## src/rtl/wb_excp_commit_pkg.sv

```systemverilog
// Shared constants for the write-back / exception-commit stage: exception
// codes, CP0 register numbers, default vectors and the commit FSM states.
package wb_excp_commit_pkg;

  localparam logic [4:0] EXC_INT  = 5'h00;
  localparam logic [4:0] EXC_MOD  = 5'h01;
  localparam logic [4:0] EXC_TLBL = 5'h02;
  localparam logic [4:0] EXC_TLBS = 5'h03;
  localparam logic [4:0] EXC_ADEL = 5'h04;
  localparam logic [4:0] EXC_ADES = 5'h05;
  localparam logic [4:0] EXC_SYS  = 5'h08;

  localparam logic [4:0] CP0_INDEX    = 5'd0;
  localparam logic [4:0] CP0_ENTRYLO0 = 5'd2;
  localparam logic [4:0] CP0_ENTRYLO1 = 5'd3;
  localparam logic [4:0] CP0_BADVADDR = 5'd8;
  localparam logic [4:0] CP0_COUNT    = 5'd9;
  localparam logic [4:0] CP0_ENTRYHI  = 5'd10;
  localparam logic [4:0] CP0_COMPARE  = 5'd11;
  localparam logic [4:0] CP0_STATUS   = 5'd12;
  localparam logic [4:0] CP0_CAUSE    = 5'd13;
  localparam logic [4:0] CP0_EPC      = 5'd14;

  localparam logic [31:0] EX_VEC_DEF     = 32'hBFC00380;
  localparam logic [31:0] REFILL_VEC_DEF = 32'hBFC00200;

  typedef enum logic {
    ST_RUN   = 1'b0,
    ST_FLUSH = 1'b1
  } ws_state_e;

  function automatic logic is_tlb_excode(input logic [4:0] code);
    return (code == EXC_TLBL) || (code == EXC_TLBS);
  endfunction

endpackage

```

## src/rtl/wb_excp_commit_excp_prio.sv

```systemverilog
// Combinational exception priority selector: interrupt > captured exception
// > eret > refetch, producing the final ex/excode and the redirect PC.
import wb_excp_commit_pkg::*;

module excp_prio #(
  parameter logic [31:0] EX_VEC     = EX_VEC_DEF,
  parameter logic [31:0] REFILL_VEC = REFILL_VEC_DEF
) (
  input  logic        valid_i,
  input  logic        interrupt_i,
  input  logic        ex_i,
  input  logic [4:0]  excode_i,
  input  logic        refill_i,
  input  logic        eret_i,
  input  logic        refetch_i,
  input  logic [31:0] pc_i,
  input  logic [31:0] epc_i,
  output logic        ex_o,
  output logic [4:0]  excode_o,
  output logic        eret_o,
  output logic        flush_o,
  output logic [31:0] flush_pc_o
);

  logic refetch;
  logic is_refill;

  always_comb begin
    ex_o     = valid_i && (interrupt_i || ex_i);
    excode_o = interrupt_i ? EXC_INT : excode_i;
    eret_o   = valid_i && eret_i && !ex_o;
    refetch  = valid_i && refetch_i && !ex_o && !eret_o;
    flush_o  = ex_o || eret_o || refetch;
    // An interrupt rewrites excode to INT, so it can never take the refill vector.
    is_refill = refill_i && is_tlb_excode(excode_o);

    flush_pc_o = pc_i + 32'd4;
    if (ex_o) begin
      flush_pc_o = is_refill ? REFILL_VEC : EX_VEC;
    end else if (eret_o) begin
      flush_pc_o = epc_i;
    end
  end

endmodule

```

## src/rtl/wb_excp_commit.sv

```systemverilog
// Write-back stage with exception/eret/refetch commit and CP0 strobes.
// Optional macro TLB_REFETCH_EN: tlbwi/tlbr/mtc0-EntryHi redirect to pc+4.
import wb_excp_commit_pkg::*;

module wb_excp_commit #(
  parameter logic [31:0] EX_VEC     = EX_VEC_DEF,
  parameter logic [31:0] REFILL_VEC = REFILL_VEC_DEF
) (
  input  logic        clk,
  input  logic        reset,
  input  logic        ms_to_ws_valid,
  output logic        ws_allow_in,
  input  logic [31:0] ms_pc,
  input  logic        ms_bd,
  input  logic        ms_ex,
  input  logic [4:0]  ms_excode,
  input  logic        ms_refill,
  input  logic [31:0] ms_badvaddr,
  input  logic        ms_eret,
  input  logic        ms_mtc0,
  input  logic        ms_mfc0,
  input  logic        ms_tlbp,
  input  logic        ms_tlbr,
  input  logic        ms_tlbwi,
  input  logic [4:0]  ms_c0_addr,
  input  logic        ms_gr_we,
  input  logic [4:0]  ms_dest,
  input  logic [31:0] ms_result,
  input  logic        interrupt,
  input  logic [31:0] c0_rdata,
  input  logic [31:0] c0_epc,
  output logic        wb_ex,
  output logic [4:0]  wb_excode,
  output logic        wb_bd,
  output logic [31:0] wb_pc,
  output logic [31:0] wb_badvaddr,
  output logic        eret_flush,
  output logic        mtc0_we,
  output logic [4:0]  c0_addr,
  output logic [31:0] c0_wdata,
  output logic        tlbp,
  output logic        tlbr,
  output logic        tlbwi,
  output logic        flush,
  output logic [31:0] flush_pc,
  output logic        rf_we,
  output logic [4:0]  rf_waddr,
  output logic [31:0] rf_wdata
);

  ws_state_e state_q, state_d;
  logic      ws_valid_q, ws_valid_d;
  logic      ws_load;
  logic      vld;
  logic      refetch_req;

  logic [31:0] ws_pc_q, ws_badvaddr_q, ws_result_q;
  logic        ws_bd_q, ws_ex_q, ws_refill_q, ws_eret_q;
  logic        ws_mtc0_q, ws_mfc0_q, ws_tlbp_q, ws_tlbr_q, ws_tlbwi_q, ws_gr_we_q;
  logic [4:0]  ws_excode_q, ws_c0_addr_q, ws_dest_q;

  // The instruction behind a flushing commit is younger and must be dropped.
  assign ws_load    = ms_to_ws_valid && ws_allow_in && !flush;
  assign ws_valid_d = ws_load;
  assign vld        = ws_valid_q && !reset;

  always_ff @(posedge clk) begin
    if (reset) begin
      state_q    <= ST_RUN;
      ws_valid_q <= 1'b0;
    end else begin
      state_q    <= state_d;
      ws_valid_q <= ws_valid_d;
    end
  end

  always_ff @(posedge clk) begin
    if (ws_load) begin
      ws_pc_q       <= ms_pc;
      ws_bd_q       <= ms_bd;
      ws_ex_q       <= ms_ex;
      ws_excode_q   <= ms_excode;
      ws_refill_q   <= ms_refill;
      ws_badvaddr_q <= ms_badvaddr;
      ws_eret_q     <= ms_eret;
      ws_mtc0_q     <= ms_mtc0;
      ws_mfc0_q     <= ms_mfc0;
      ws_tlbp_q     <= ms_tlbp;
      ws_tlbr_q     <= ms_tlbr;
      ws_tlbwi_q    <= ms_tlbwi;
      ws_c0_addr_q  <= ms_c0_addr;
      ws_gr_we_q    <= ms_gr_we;
      ws_dest_q     <= ms_dest;
      ws_result_q   <= ms_result;
    end
  end

  always_comb begin
    state_d     = state_q;
    ws_allow_in = 1'b0;
    case (state_q)
      ST_RUN: begin
        ws_allow_in = 1'b1;
        if (flush) state_d = ST_FLUSH;
      end
      ST_FLUSH: state_d = ST_RUN;
      default:  state_d = ST_RUN;
    endcase
  end

`ifdef TLB_REFETCH_EN
  assign refetch_req = ws_tlbwi_q || ws_tlbr_q ||
                       (ws_mtc0_q && (ws_c0_addr_q == CP0_ENTRYHI));
`else
  assign refetch_req = 1'b0;
`endif

  excp_prio #(
    .EX_VEC     (EX_VEC),
    .REFILL_VEC (REFILL_VEC)
  ) u_prio (
    .valid_i     (vld),
    .interrupt_i (interrupt),
    .ex_i        (ws_ex_q),
    .excode_i    (ws_excode_q),
    .refill_i    (ws_refill_q),
    .eret_i      (ws_eret_q),
    .refetch_i   (refetch_req),
    .pc_i        (ws_pc_q),
    .epc_i       (c0_epc),
    .ex_o        (wb_ex),
    .excode_o    (wb_excode),
    .eret_o      (eret_flush),
    .flush_o     (flush),
    .flush_pc_o  (flush_pc)
  );

  assign wb_bd       = ws_bd_q;
  assign wb_pc       = ws_pc_q;
  assign wb_badvaddr = ws_badvaddr_q;

  assign mtc0_we  = vld && ws_mtc0_q  && !wb_ex;
  assign tlbp     = vld && ws_tlbp_q  && !wb_ex;
  assign tlbr     = vld && ws_tlbr_q  && !wb_ex;
  assign tlbwi    = vld && ws_tlbwi_q && !wb_ex;
  assign c0_addr  = ws_c0_addr_q;
  assign c0_wdata = ws_result_q;

  assign rf_we    = vld && ws_gr_we_q && !wb_ex;
  assign rf_waddr = ws_dest_q;
  assign rf_wdata = ws_mfc0_q ? c0_rdata : ws_result_q;

endmodule

```

## config.mk

```make
export PLATFORM = sky130hd
export DESIGN_NAME = wb_excp_commit
export DESIGN_NICKNAME = d
export VERILOG_FILES = /design/src/rtl/wb_excp_commit_pkg.sv /design/src/rtl/wb_excp_commit_excp_prio.sv /design/src/rtl/wb_excp_commit.sv
export SDC_FILE = /design/constraint.sdc
export NUM_CORES = 1
export LEC_CHECK = 0
export ABC_CLOCK_PERIOD_IN_PS = 8400
export CORE_AREA = 3 3 143 145
export DETAILED_ROUTE_END_ITERATION = 10
export DIE_AREA = 0 0 146 148
export PLACE_DENSITY = 0.66
export SETUP_SLACK_MARGIN = 0.4
export SYNTH_ARGS = -nofsm -noshare
export SYNTH_HDL_FRONTEND = slang
export SYNTH_SLANG_ARGS = --single-unit
```

## constraint.sdc

```tcl
create_clock -name clk -period 8.4 [get_ports clk]
set_clock_uncertainty 0.05 [all_clocks]
set_input_delay 0.84 -clock clk [delete_from_list [all_inputs] [get_ports clk]]
set_output_delay 0.84 -clock clk [all_outputs]
set_load 0.02 [all_outputs]
```

==> results.md, run 1 <==
- The die covers 21,600 um2.
- STA puts the critical path data arrival time at 3.73 ns.
- The post-route non-filler standard cell count is 1,024.
- Of the synthesized area, sequential elements account for 0.681.
- The relative area change from synthesis to final layout is 85.2%.
- The effective utilization at floorplan is 0.279.
- The number of nets with antenna violations after detailed routing is 0.
- The worst-case IR drop observed on VDD is 128 uV.
- Clock-pin slew was measured on the worst setup and hold paths at 0.06 ns.
- The final clock period utilization by the worst path is 0.550.
- STA classifies the critical path endpoint as a primary output.
- The total overflow left after global routing is 0.
- The total power per unit cell area is 188 nW/um2.
- Walking the worst path, the cells encountered are clkdlybuf4s50_1 -> nor4b_4 -> nand2_4 -> inv_1 -> nor3_1 -> o21ai_0 -> clkdlybuf4s50_1.
- After detailed routing, the number of vias per cell comes to 4.64.
- Setup violations remaining at the end of the flow were counted as 0.
- The count of endpoints failing hold in the final timing report is 0.
- The clock period could shrink to 4.62 ns.
- The average instance in the mapped netlist occupies 14.5 um2.
- The post-synthesis cell type count is 45.
- Yosys printed 0 warnings.
- The wire-length estimate of the detail-placed layout is 16.4 mm.
- The combined area of all synthesized cells is 5390 um2.
- The first detailed-routing pass ran for 4 iterations.
- From bottom edge to top edge, the die measures 148 um.
- Counting along the longest clock path gives a buffer depth of 2.
- Of the total synthesized cell area, the portion taken by AND, OR, NAND and NOR gates is 0.121.
- The buffers plus inverters on the worst setup path is 3.
- TritonCTS built the clock tree.
- The worst-skew pair later-pin latency is 0.40 ns.
- The delay of the slowest cell on the worst path is 0.64 ns.
- The hold path depth is 1.
- Clock tree synthesis selected as its root buffer the cell sky130_fd_sc_hd__clkbuf_16.
- The flow ran to the end, and the final reports show no timing, DRC or antenna violations.
- The final estimated routing congestion in global placement is 0.822.
- The first global-routing pass estimated 30.2 mm of wire.
- The post-CTS setup buffer count is 0.
- The post-synthesis xor/xnor area fraction is 0.0195.
- The max-slew headroom at the worst pin is 0.424.
- For this design, the CTS-stage hold fixing added 0 buffers.
- In this run the tool buffered the top-level ports with 373 buffer cells.
- Counting every instance in the synthesized netlist gives 371.
- The critical path is of the in2out type.
- Derived from the worst setup path, the maximum achievable clock frequency is 0.216 GHz.
- By area, the combinational part of the netlist is dominated by simple AND/OR/NAND/NOR gates.
- In the synthesized netlist the dominant register cell turns out to be sky130_fd_sc_hd__edfxtp_1.
- The total vias in the final route is 4,749.
- In this run, CTS created clock tree buffers numbering 17.
- By count the netlist is led by sky130_fd_sc_hd__edfxtp_1, sky130_fd_sc_hd__mux2_2, sky130_fd_sc_hd__a21oi_1.
- The sum of routed wire length over all layers is 20.6 mm.
- The data required time at the worst endpoint is 7.51 ns.
- Summed over all instances, the cell type with the most area after synthesis is sky130_fd_sc_hd__edfxtp_1.
- Of the cells placed in the final design, the portion with a size suffix greater than 1 is 0.101.
- The H-tree depth is 4.
- The routed length per placed instance is 20.1 um.
- Measured against the total synthesized area, the mux share comes to 0.0668.
- For this run, asynchronously set or reset flops after synthesis account for 0.
- The maximum number of pins on one net before global-route repair is 68.
- Clock tree synthesis found a total of 123 sinks.
- The post-route worst hold slack is 0.367 ns.
- In this run the horizontal extent of the chip is 146 um.
- For hold timing, the worst endpoint is state_q.
- The post-synthesis compound-gate area fraction is 0.0861.
- For the pin with the worst max-slew slack, the measured transition is 0.864 ns.
- The synthesized flop and latch total is 123.
- The detailed router's first-iteration violation count is 185.
- The number of antenna diodes is 0.
- The synthesized design contains 121 enable-type register cells.
- The number of ports placed on the die boundary is 374.
- Among all stages on the critical path, the largest delay is contributed by sky130_fd_sc_hd__clkdlybuf4s50_1.
- The worst setup path is launched from an input pin.
- For this design the static power due to leakage is 3.43 nW.
- The core outline area is 19,300 um2.
- After clock tree synthesis, the repair step resized 0 gates.
- The number of nets in the finished design is 936.
- The detailed-route DRC error count is 0.
- In this run the most critical hold path is launched from state_q.
- In the post-synthesis netlist, the cell with the most instances is sky130_fd_sc_hd__edfxtp_1.
- In the final timing run, aggregate negative setup slack is 0 ns.
- The number of max-cap violations is 0.
- In this run the worst path has a maximum fanout of 33.
- The most numerous cell type found on the critical path is sky130_fd_sc_hd__clkdlybuf4s50_1.
- The worst hold path belongs to the class reg2reg.
- The worst reg2reg path endpoint is wb_badvaddr[0].
- The floorplan has 51 rows.
- The total count of max-transition violations in the final report is 0.
- By area the synthesized netlist is led by sky130_fd_sc_hd__edfxtp_1, sky130_fd_sc_hd__mux2_2, sky130_fd_sc_hd__a21oi_1, sky130_fd_sc_hd__nand3_1, sky130_fd_sc_hd__xnor2_1.
- When the netlist entered floorplanning its net count stood at 561.
- Setup repair after global routing left no endpoint under its margin.
- The startpoint of the most critical register-to-register path is ws_eret_q.
- The number of antenna violations at the first check in global routing is 2.
- The cell family contributing the most delay on the critical path is buffers and inverters.
- Including well taps, the total number of placed cells is 992.
- In this run the register-to-register setup slack is 5.18 ns.
- The number of global-route vias before repair came to 5,033.
- The fraction of synthesized cell area taken by the top area cell type is 0.674.
- The total routing usage reported by global routing is 0.184.
- The adder-cell share of the synthesized area is 0.00232.
- The cell count of the worst reg-to-reg path is 4.
==> power by group <==
group	internal, mW	switching (mW)
clock	0.472	0.285
combinational	0.204	0.166
sequential	0.725	0.0301
total	1.40	0.481
==> through the flow <==
| step | setup slack (ns) | area, um2 | util | total power [mW] |
|---|---|---|---|---|
| after detailed placement | 3.77 | 9380 | 0.485 | 1.14 |
| final | 3.78 | 9990 | 0.517 | 1.88 |
| after global placement | 3.87 | 9380 | 0.485 | 1.14 |
| after CTS | 3.74 | 9990 | 0.517 | 1.90 |
| after global routing | 3.50 | 9990 | 0.517 | 1.96 |
| after floorplan | 3.68 | 5390 | - | 0.906 |
==> routing by layer <==
layer,global-route usage,up-vias,part of all wire
met5,0,-,0.0013
met3,0.0705,35,0.088
met4,0.0630,4,0.022
li1,-,2226,-
met2,0.333,244,0.53
met1,0.197,2240,0.36
==> registers in the layout (all words and copies together), names as in the netlist, 5 cells and up <==
| name | cells |
|---|---|
| c0_wdata | 32 |
| wb_badvaddr | 32 |
| wb_pc | 32 |
| c0_addr | 5 |
| rf_waddr | 5 |
| ws_excode_q | 5 |
==> worst register-to-register path, stage by stage, from the launching register on <==
cell and delay (ns):
sky130_fd_sc_hd__edfxtp_1 0.47, sky130_fd_sc_hd__nor3_1 0.19, sky130_fd_sc_hd__or2_2 0.45, sky130_fd_sc_hd__and3_4 0.79, sky130_fd_sc_hd__buf_4 0.84
==> how the worst max path moves through the flow <==
stage                          from     endpoint  slack [ns]  cells past startpoint
final                     interrupt  flush_pc[7]        3.78                      7
after global routing      interrupt  flush_pc[7]        3.50                      7
after CTS                 interrupt  flush_pc[7]        3.74                      7
after detailed placement  interrupt  flush_pc[7]        3.77                      7
after global placement    interrupt  flush_pc[7]        3.87                      7
after floorplan               reset   c0_addr[0]        3.68                      4
==> layout by cell type, fill, tap and decap left out, types with 3 or more instances in the layout <==
cell                              synthesis  layout
sky130_fd_sc_hd__clkdlybuf4s50_1          0     373
sky130_fd_sc_hd__edfxtp_1               121     121
sky130_fd_sc_hd__mux2_2                  32      32
sky130_fd_sc_hd__a21oi_1                 31      31
sky130_fd_sc_hd__nand3_1                 20      20
sky130_fd_sc_hd__clkbuf_16                0      17
sky130_fd_sc_hd__nand2_1                 14      14
sky130_fd_sc_hd__o21ai_0                 12      12
sky130_fd_sc_hd__nand4_1                 11      11
sky130_fd_sc_hd__o211ai_1                 9       9
sky130_fd_sc_hd__or4_1                    8       8
sky130_fd_sc_hd__xnor2_1                  8       8
sky130_fd_sc_hd__and4_1                   7       7
sky130_fd_sc_hd__nor2b_1                  6       6
sky130_fd_sc_hd__inv_1                    6       6
sky130_fd_sc_hd__and2_1                   6       6
sky130_fd_sc_hd__nor3_1                   5       5
sky130_fd_sc_hd__a31oi_1                  5       5
sky130_fd_sc_hd__o21bai_1                 5       5
sky130_fd_sc_hd__a32oi_1                  5       5
sky130_fd_sc_hd__nor2_1                   4       4
sky130_fd_sc_hd__xor2_1                   4       4
sky130_fd_sc_hd__inv_6                    0       4
sky130_fd_sc_hd__or2_2                    3       3
sky130_fd_sc_hd__or3_1                    3       3
sky130_fd_sc_hd__nor4_1                   3       3
sky130_fd_sc_hd__bufinv_16                0       3
sky130_fd_sc_hd__clkinv_4                 0       3
==> logic make-up after synthesis <==
family          Yosys count
compound gates           75
fa+ha+maj                 1
buf+inv                  25
simple gates            103
flops                   123
xor+xnor                 12
mux                      32
==> final cells by class <==
cell class | count | area [um2]
Fill cell | 1676 | 9350
Multi-Input combinational cell | 223 | 1600
Clock inverter | 15 | 186
Inverter | 6 | 22.5
Timing Repair Buffer | 375 | 3750
Clock buffer | 17 | 425
Tap cell | 265 | 332
Sequential cell | 123 | 3670
(Power assumes the default switching activity.)
==> run 2: changes to the inputs <==
ABC_CLOCK_PERIOD_IN_PS = 4100   (was 8400)
CORE_AREA = 3 3 142 144   (was 3 3 143 145)
DIE_AREA = 0 0 145 147   (was 0 0 146 148)
PLACE_DENSITY = 0.69   (was 0.66)
clock period = 4.1 ns   (was 8.4 ns; I/O delays follow)
==> results.md, run 2 (synthesis results as in run 1) <==
- The global-route congestion overflow total is 0 (unchanged).
- The data required time at the worst endpoint is 3.64 ns (-3.87 ns).
- TritonCTS built the clock tree.
- The root buffer cell chosen for the clock tree is sky130_fd_sc_hd__clkbuf_16.
- The number of global-route vias before repair was 5,204 (+3.4%).
- The total of buffers placed on input and output ports is 373 (unchanged).
- Setup repair after global routing left no endpoint under its margin.
- The number of buffers created by CTS is 17 (unchanged).
- The critical path in this run is classified as in2out.
- The routed length per placed instance was 21.0 um (+4.3%).
- The number of max-cap violations is 0 (unchanged).
- The maximum ir drop on the vdd rail came to 283 uV (+120%).
- The wire length of the first global-routing pass is 32.3 mm (+6.9%).
- The final number of setup-violating endpoints is 0 (unchanged).
- The startpoint of the tightest hold check path is state_q.
- In the finished design, the share of the clock period the worst path needs comes to 0.834.
- The post-cts sizing count is 0 (unchanged).
- The leakage dissipation was 3.48 nW (+1.2%).
- The post-route non-filler standard cell count was 1,024 (unchanged).
- The most critical setup path has its startpoint at interrupt.
- The core outline area is 18,800 um2 (-2.6%).
- The number of ports placed on the die boundary came to 374 (unchanged).
- The worst register-to-register path begins at ws_eret_q.
- The floorplan row count is 50 (-2.0%).
- In the layout the commonest cells are sky130_fd_sc_hd__clkdlybuf4s50_1, sky130_fd_sc_hd__edfxtp_1, sky130_fd_sc_hd__mux2_2.
- The share of post-route cells with drive strength above 1 is 0.105 (+0.00354).
- The H-tree depth is 4 (unchanged).
- The HPWL after detailed placement is 17.3 mm (+5.3%).
- The worst-skew pair later-pin latency is 0.41 ns (about the same).
- Grouping stages by cell kind, the critical path spends the most delay in buffers and inverters.
- The maximum number of pins on one net before global-route repair is 52 (-24%).
- The count of placed standard cells including taps is 990 (-0.20%).
- The first-pass detailed-route iteration total is 5 (+1).
- The achievable clock frequency is 0.292 GHz.
- The overall die width is 145 um (-0.68%).
- The total vias in the final route is 4,845 (+2.0%).
- The detailed-route DRC error count is 0 (unchanged).
- The critical path endpoint category is a primary output.
- The number of nets in the finished design is 939 (+0.32%).
- The clock slew seen by the registers of the worst setup and hold paths was 0.06 ns (about the same).
- The most common cell after layout, fill and taps aside is sky130_fd_sc_hd__clkdlybuf4s50_1.
- The detailed router's first-iteration violation count is 225 (+22%).
- The number of antenna violations at the first check in global routing is 4 (+2).
- The post-route minimum period is 3.42 ns.
- The effective utilization at floorplan is 0.286 (+0.00747).
- The post-CTS setup buffer count is 0 (unchanged).
- The number of clock sinks is 123 (unchanged).
- The buffers plus inverters on the worst setup path is 3 (unchanged).
- The area of the die is 21,300 um2 (-1.4%).
- The flow ran to the end, and the final reports show no timing, DRC or antenna violations.
- The final estimated routing congestion in global placement is 0.869 (+5.8%).
- The worst setup slack for register-to-register paths was 1.82 ns (-3.36 ns).
- The delay of the slowest cell on the worst path is 0.64 ns (about the same).
- The worst hold path belongs to the class reg2reg.
- The relative area change from synthesis to final layout is 86.5%.
- The vertical die dimension was 147 um (-0.68%).
- The sum of negative setup slack came to 0 ns (unchanged).
- The total power per unit cell area is 390 nW/um2 (+110%).
- The total count of max-transition violations in the final report is 0 (unchanged).
- The worst-margin pin slew is 0.687 ns (-0.177 ns).
- The quantity of hold-fixing buffers added after cts is 0 (unchanged).
- The highest fanout seen on the critical path was 14 (-58%).
- The worst setup path is launched from an input pin.
- The vias per cell came to 4.73 (+2.0%).
- The total routing usage reported by global routing is 0.199 (+0.0147).
- The max-slew headroom at the worst pin is 0.538 (+0.114).
- The data arrival time of the critical path is 2.96 ns (-0.77 ns).
- On the critical path, the stage with the largest delay is an instance of sky130_fd_sc_hd__clkdlybuf4s50_1.
- The maximum buffer depth of the clock tree is 2 (unchanged).
- The critical path goes through clkdlybuf4s50_1 -> nor4b_4 -> nand2_4 -> inv_1 -> nor3_1 -> o21ai_0 -> clkdlybuf4s50_1.
- The sum of routed wire length over all layers is 21.5 mm (+4.3%).
- The critical path's most frequent cell is sky130_fd_sc_hd__clkdlybuf4s50_1.
- The count of endpoints failing hold in the final timing report came to 0 (unchanged).
- The number of nets with antenna violations after detailed routing is 0 (unchanged).
## run 2: changes by cell type in the layout (fill, tap and decap cells not counted), sizes merged
cell / before / now
clkinv: 5 / 6
clkinvlp: 2 / 0
diode: 0 / 2
buf: 2 / 5
bufinv: 3 / 4
## run 2: area by class of cell
class | instances | area (um2)
Antenna cell | 2 | 5.00
Clock buffer | 17 | 425
Clock inverter | 15 | 213
Fill cell | 1590 | 8770
Inverter | 6 | 22.5
Multi-Input combinational cell | 223 | 1600
Sequential cell | 123 | 3670
Tap cell | 260 | 325
Timing Repair Buffer | 378 | 3800
## run 2: path summary, 6_finish.rpt
check	to	cells after the start
setup / recovery	flush_pc[7]	7
hold / removal	state_q	1
setup reg to reg	rf_waddr[3]	5
hold reg to reg	state_q	1
## run 2: layer usage
| metal | share of wire | track usage |
|---|---|---|
| met1 | 0.35 | 0.211 |
| met2 | 0.54 | 0.364 |
| met3 | 0.085 | 0.0762 |
| met4 | 0.018 | 0.0656 |
| met5 | 0.0022 | 0 |
## run 2: where the power goes
part           internal, mW  switching [mW]
clock                  1.03           0.580
sequential             1.48          0.0596
combinational         0.423           0.351
total                  2.94           0.991
## run 2: metrics by stage
step	setup slack [ns]	util	power, mW	hold WS, ns	area (um2)
2_1_floorplan	1.20	-	1.85	0.343	5400
3_5_place_dp	0.619	0.500	2.35	0.371	9420
3_3_place_gp	0.692	0.500	2.34	0.354	9420
6_report	0.680	0.534	3.93	0.373	10100
5_1_grt	0.423	0.534	4.08	0.401	10100
4_1_cts	0.612	0.534	3.98	0.379	10100
